## config.mk

```make
export PLATFORM = sky130hd
export DESIGN_NAME = signed_div_seq
export DESIGN_NICKNAME = d
export VERILOG_FILES = /design/src/rtl/alu_pkg.sv /design/src/rtl/twosConvertor.sv /design/src/rtl/signed_div_seq.sv
export SDC_FILE = /design/constraint.sdc
export NUM_CORES = 1
export LEC_CHECK = 0
export BUFFER_PORTS_ARGS = -buffer_cell sky130_fd_sc_hd__clkbuf_2
export CORE_MARGIN = 2
export CORE_UTILIZATION = 54
export CTS_CLUSTER_SIZE = 20
export DETAILED_ROUTE_END_ITERATION = 8
export PLACE_DENSITY = 0.71
export SKIP_CTS_REPAIR_TIMING = 1
export SYNTH_ARGS = -nofsm -noshare
export SYNTH_HDL_FRONTEND = slang
export SYNTH_SLANG_ARGS = --single-unit
```

## constraint.sdc

```tcl
create_clock -name clk -period 4 [get_ports clk]
set_input_delay 0.8 -clock clk [delete_from_list [all_inputs] [get_ports clk]]
set_output_delay 0.8 -clock clk [all_outputs]
set_load 0.05 [all_outputs]
```

## src/rtl/alu_pkg.sv

```systemverilog
// Shared ALU definitions: datapath width, divider step count and divider FSM encoding.
package alu_pkg;

  localparam int WIDTH = 8;
  localparam int DIV_STEPS = 8;
  localparam logic [7:0] DBZ_QUOTIENT = 8'hFF;

  typedef enum logic [2:0] {
    ST_IDLE  = 3'd0,
    ST_ABS_A = 3'd1,
    ST_ABS_B = 3'd2,
    ST_DIV   = 3'd3,
    ST_NEG_Q = 3'd4,
    ST_NEG_R = 3'd5,
    ST_DONE  = 3'd6
  } div_state_t;

endpackage

```

## src/rtl/twosConvertor.sv

```systemverilog
// Two's-complement negator shared by every sign conversion step of the divider.
module twosConvertor
  import alu_pkg::*;
(
  input  logic [WIDTH-1:0] value,
  output logic [WIDTH-1:0] negated
);

  assign negated = (~value) + WIDTH'(1);

endmodule

```

## src/rtl/signed_div_seq.sv

```systemverilog
// Sequential 8-bit signed divider: magnitude conversion, 8-step restoring divide,
// then sign fix of quotient and remainder, all through one time-shared negator.
module signed_div_seq
  import alu_pkg::*;
(
  input  logic             clk,
  input  logic             rst_n,
  input  logic             in_valid,
  output logic             in_ready,
  input  logic [WIDTH-1:0] dividend,
  input  logic [WIDTH-1:0] divisor,
  output logic             out_valid,
  input  logic             out_ready,
  output logic [WIDTH-1:0] quotient,
  output logic [WIDTH-1:0] remainder,
  output logic             dbz,
  output logic             ovf,
  output logic             busy
);

  div_state_t       state_r;
  logic [WIDTH-1:0] a_r;
  logic [WIDTH-1:0] b_r;
  logic [WIDTH-1:0] mag_a_r;
  logic [WIDTH-1:0] mag_b_r;
  logic [WIDTH:0]   p_r;
  logic [2:0]       step_r;
  logic             sign_q_r;
  logic             sign_r_r;

  logic [WIDTH-1:0] neg_in_s;
  logic [WIDTH-1:0] neg_out_s;
  logic [WIDTH:0]   p_shift_s;
  logic [WIDTH-1:0] q_shift_s;
  logic [WIDTH+1:0] trial_s;

  // Negator operand select; mag_a_r holds q_mag once the divide has finished.
  always_comb begin
    case (state_r)
      ST_ABS_A: neg_in_s = a_r;
      ST_ABS_B: neg_in_s = b_r;
      ST_NEG_Q: neg_in_s = mag_a_r;
      ST_NEG_R: neg_in_s = p_r[WIDTH-1:0];
      default:  neg_in_s = {WIDTH{1'b0}};
    endcase
  end

  twosConvertor u_neg (
    .value   (neg_in_s),
    .negated (neg_out_s)
  );

  // One restoring step: shift {p, mag_a} left and trial-subtract the divisor magnitude.
  always_comb begin
    p_shift_s = {p_r[WIDTH-1:0], mag_a_r[WIDTH-1]};
    q_shift_s = {mag_a_r[WIDTH-2:0], 1'b0};
    trial_s   = {1'b0, p_shift_s} - {2'b00, mag_b_r};
  end

  assign in_ready = (state_r == ST_IDLE);

  // Divider FSM, step counter, datapath registers and registered outputs.
  always_ff @(posedge clk or negedge rst_n) begin
    if (!rst_n) begin
      state_r   <= ST_IDLE;
      a_r       <= {WIDTH{1'b0}};
      b_r       <= {WIDTH{1'b0}};
      mag_a_r   <= {WIDTH{1'b0}};
      mag_b_r   <= {WIDTH{1'b0}};
      p_r       <= {(WIDTH+1){1'b0}};
      step_r    <= 3'd0;
      sign_q_r  <= 1'b0;
      sign_r_r  <= 1'b0;
      out_valid <= 1'b0;
      quotient  <= {WIDTH{1'b0}};
      remainder <= {WIDTH{1'b0}};
      dbz       <= 1'b0;
      ovf       <= 1'b0;
      busy      <= 1'b0;
    end else begin
      case (state_r)
        ST_IDLE: begin
          if (in_valid) begin
            a_r      <= dividend;
            b_r      <= divisor;
            sign_q_r <= dividend[WIDTH-1] ^ divisor[WIDTH-1];
            sign_r_r <= dividend[WIDTH-1];
            dbz      <= (divisor == {WIDTH{1'b0}});
            busy     <= 1'b1;
            state_r  <= ST_ABS_A;
          end else begin
            state_r  <= ST_IDLE;
          end
        end
        ST_ABS_A: begin
          mag_a_r <= a_r[WIDTH-1] ? neg_out_s : a_r;
          state_r <= ST_ABS_B;
        end
        ST_ABS_B: begin
          mag_b_r <= b_r[WIDTH-1] ? neg_out_s : b_r;
          p_r     <= {(WIDTH+1){1'b0}};
          step_r  <= 3'd0;
          state_r <= ST_DIV;
        end
        ST_DIV: begin
          if (!trial_s[WIDTH+1]) begin
            p_r     <= trial_s[WIDTH:0];
            mag_a_r <= {q_shift_s[WIDTH-1:1], 1'b1};
          end else begin
            p_r     <= p_shift_s;
            mag_a_r <= q_shift_s;
          end
          step_r <= step_r + 3'd1;
          if (step_r == 3'(DIV_STEPS - 1)) begin
            state_r <= ST_NEG_Q;
          end else begin
            state_r <= ST_DIV;
          end
        end
        ST_NEG_Q: begin
          if (dbz) begin
            quotient <= DBZ_QUOTIENT;
            ovf      <= 1'b0;
          end else begin
            // Only -128 / -1 yields a positive magnitude of 128.
            quotient <= sign_q_r ? neg_out_s : mag_a_r;
            ovf      <= !sign_q_r && (mag_a_r == 8'h80);
          end
          state_r <= ST_NEG_R;
        end
        ST_NEG_R: begin
          if (dbz) begin
            remainder <= a_r;
          end else begin
            remainder <= sign_r_r ? neg_out_s : p_r[WIDTH-1:0];
          end
          out_valid <= 1'b1;
          state_r   <= ST_DONE;
        end
        ST_DONE: begin
          if (out_ready) begin
            out_valid <= 1'b0;
            busy      <= 1'b0;
            state_r   <= ST_IDLE;
          end else begin
            state_r   <= ST_DONE;
          end
        end
        default: begin
          out_valid <= 1'b0;
          busy      <= 1'b0;
          state_r   <= ST_IDLE;
        end
      endcase
    end
  end

endmodule

```

==> impl_metrics.json <==
{
  "htree_levels": 3,
  "antenna_cells": 0,
  "r2r_slack_ns": 1.02,
  "cap_violations": 0,
  "dieArea_um2": 8030,
  "cp_data_required_time_ns": 4.26,
  "maxSlewViolCount": 0,
  "drt-initial-drc-count": 104,
  "synth_edf_count": 0,
  "min_to": "step_r[1]",
  "routabilityCongestion": 0.888,
  "crit_buf_inv": 1,
  "core_area_um2": 7180,
  "hp-class": "reg -> reg",
  "multi_input_area_um2": 2090,
  "r2r_start": "state_r[2]",
  "seqCellArea_um2": 1680,
  "cpPeakStageDelay_ns": 0.40,
  "ys.flop_type": "dfrtp_1",
  "synth_seq_area_share": 0.424,
  "cts_tree": "yes",
  "critPathMaxFanout": 37,
  "placed_cell_area_um2": 4230,
  "cp_slowest_cell": "buf_4",
  "clock_path_buffers": 2,
  "crit_path_start": "state_r[2]",
  "cts-root-buf": "clkbuf_8",
  "p_leak_nw": 1.94,
  "wl_per_cell_um": 17.4,
  "antenna_found_initial": 0,
  "path_clk_slew_ns": 0.07,
  "period_needed_ns": 2.98,
  "reg2reg_to": "mag_a_r[6]",
  "die_h_um": 89.6,
  "drtPass1Iterations": 4,
  "clkSinkCount": 67,
  "crit_top_cell": "nand3_1",
  "detail-route-antenna-nets": 0,
  "clk-insertion-delay-late_ns": 0.35,
  "track_usage": 0.268,
  "cts_made_buffers": 9,
  "reg2reg_depth": 11,
  "crit_type": "reg -> reg",
  "syn_area_um2": 3960,
  "grt_pass1_wl_um": 16100,
  "syn_inst": 437,
  "worst_pin_slew_ns": 0.746,
  "finalPower_mw": 4.16,
  "yosysWarnings": 0,
  "start_kind": "flop",
  "timing.hold.ws_ns": 0.476,
  "layout-drive-gt1-share": 0.194,
  "cp_top_family": "compound AO/OA/AOI/OAI gates",
  "min_from": "step_r[1]",
  "fmax_mhz": 335,
  "stdcell_count": 574,
  "drt-total-wl_um": 9960,
  "async_flop_share": 1.00,
  "skew_ns": 0.00909,
  "io_buffers": 40,
  "rsz0062_at_grt": "no",
  "fillers": 657,
  "cellPowerDensity_nw_per_um2": 948,
  "dp.cells": 559,
  "synth.distinct_cells": 63,
  "start_util": 0.552,
  "ir_drop_uv": 417,
  "crit_chain": "buf_4, mux2i_1, a211oi_1, a21oi_1, ha_1, o21ai_0, a211oi_2, nand3_1, a32oi_2, nand3_1, a31oi_1",
  "grt_pass1_vias": 3125,
  "arrival_ns": 3.25,
  "synth_area_per_cell_um2": 9.06,
  "slew_headroom": 0.501,
  "finalSetupViolCount": 0,
  "synth_nets": 469,
  "hpwl_um": 7290,
  "io_pins": 41,
  "hold_viol_final": 0,
  "final.period_utilization": 0.746,
  "status": "finished, final reports clean",
  "min_path_cells": 2,
  "fp.dieW_um": 89.6,
  "viasPerCell": 5.80,
  "syn_to_final_growth_pct": 10.9,
  "gr-total-overflow": 0,
  "finalSetupTns_ns": 0,
  "fin_nets": 503,
  "route.detailed.drc": 0,
  "critical_path.endpoint_type": "flop",
  "final_area_um2": 4390,
  "vias": 3329,
  "core.rowCount": 31,
  "grt_max_degree": 38,
  "ys_seq_elements": 67
}
-- layout by cell type, fill, tap and decap left out, drive strengths merged, types with 2 or more instances in the layout --
| cell | count |
|---|---|
| a211o | 2 |
| buf | 12 |
| mux2i | 18 |
| nor2b | 5 |
| nor4 | 5 |
| o31ai | 4 |
| a21oi | 38 |
| or3 | 2 |
| nand2b | 4 |
| o21a | 2 |
| nor3b | 3 |
| o21ai | 40 |
| ha | 11 |
| clkinv | 3 |
| xnor2 | 8 |
| mux2 | 16 |
| a21o | 4 |
| a31oi | 9 |
| a311oi | 2 |
| nand3 | 9 |
| o22ai | 4 |
| inv | 16 |
| clkbuf | 51 |
| dfrtp | 67 |
| nand2 | 55 |
| a211oi | 14 |
| nor2 | 39 |
| and2 | 2 |
| nor3 | 8 |
-- per-layer routing --
metal	GRT usage	wire, µm	part of all wire	vias up
li1	-	-	-	1632
met1	0.367	4540	0.46	1580
met5	0	0	0	-
met4	0.118	268	0.027	0
met2	0.418	4710	0.47	94
met3	0.0484	445	0.045	23
-- synthesized netlist by cell type, drive strengths merged, types with 8 or more instances --
master | number | share of area
nand3 | 9 | 0.013
ha | 11 | 0.035
dfrtp | 67 | 0.42
a211oi | 14 | 0.029
xnor2 | 8 | 0.020
mux2i | 18 | 0.050
a31oi | 9 | 0.016
nor3 | 8 | 0.010
buf | 15 | 0.022
mux2 | 16 | 0.046
clkbuf | 13 | 0.012
inv | 16 | 0.015
a21oi | 38 | 0.048
nand2 | 55 | 0.052
nor2 | 39 | 0.037
o21ai | 40 | 0.051
-- worst max-delay path by stage --
stage	slack (ns)	endpoint	cells past startpoint
global route	0.76	mag_a_r[6]	11
detailed placement	1.07	mag_a_r[6]	11
floorplan	1.15	a_r[0]	7
global placement	1.22	mag_a_r[6]	11
finish	1.02	mag_a_r[6]	11
CTS	1.04	mag_a_r[6]	11
-- logic make-up (layout without fill, tap and decap cells) --
logic type / after synthesis / after routing / share of synthesized area
AOI/OAI and AO/OA: 131 / 131 / 0.208
xor gates and xnor gates: 9 / 9 / 0.0218
adders and majority gates: 12 / 12 / 0.0398
buffers and inverters: 44 / 82 / 0.0496
DFF: 67 / 67 / 0.424
muxes: 34 / 34 / 0.0951
and+or+nand+nor: 140 / 140 / 0.162
-- final cells by class --
type,instances,share of cell area
Inverter,16,0.0137
Timing Repair Buffer,51,0.0644
Clock inverter,3,0.00342
Clock buffer,12,0.0331
Multi-Input combinational cell,326,0.475
Sequential cell,67,0.382
Tap cell,99,0.0282
-- worst min-delay path: cells and delay by family (launching register included) --
kind | cells | cell delay [ns]
flops | 1 | 0.35
simple gates | 2 | 0.10
-- sequential cells by signal (all words and copies together), names as in the netlist --
signal     cells
ovf            1
quotient       8
state_r        3
mag_b_r        8
out_valid      1
busy           1
dbz            1
a_r            8
remainder      8
b_r            8
p_r            8
sign_q_r       1
step_r         3
mag_a_r        8
-- power by group --
| group | switching (mW) | total [mW] | internal, mW |
|---|---|---|---|
| Clock | 0.251 | 0.487 | 0.236 |
| Combinational | 1.45 | 2.38 | 0.926 |
| Sequential | 0.338 | 1.30 | 0.958 |
-- stage by stage --
| step | setup slack (ns) | util |
|---|---|---|
| 2_1_floorplan | 1.15 | - |
| 3_3_place_gp | 1.22 | 0.589 |
| 3_5_place_dp | 1.07 | 0.589 |
| 4_1_cts | 1.04 | 0.612 |
| 5_1_grt | 0.756 | 0.612 |
| 6_report | 1.02 | 0.612 |
Power figures use the tool's default switching activity.
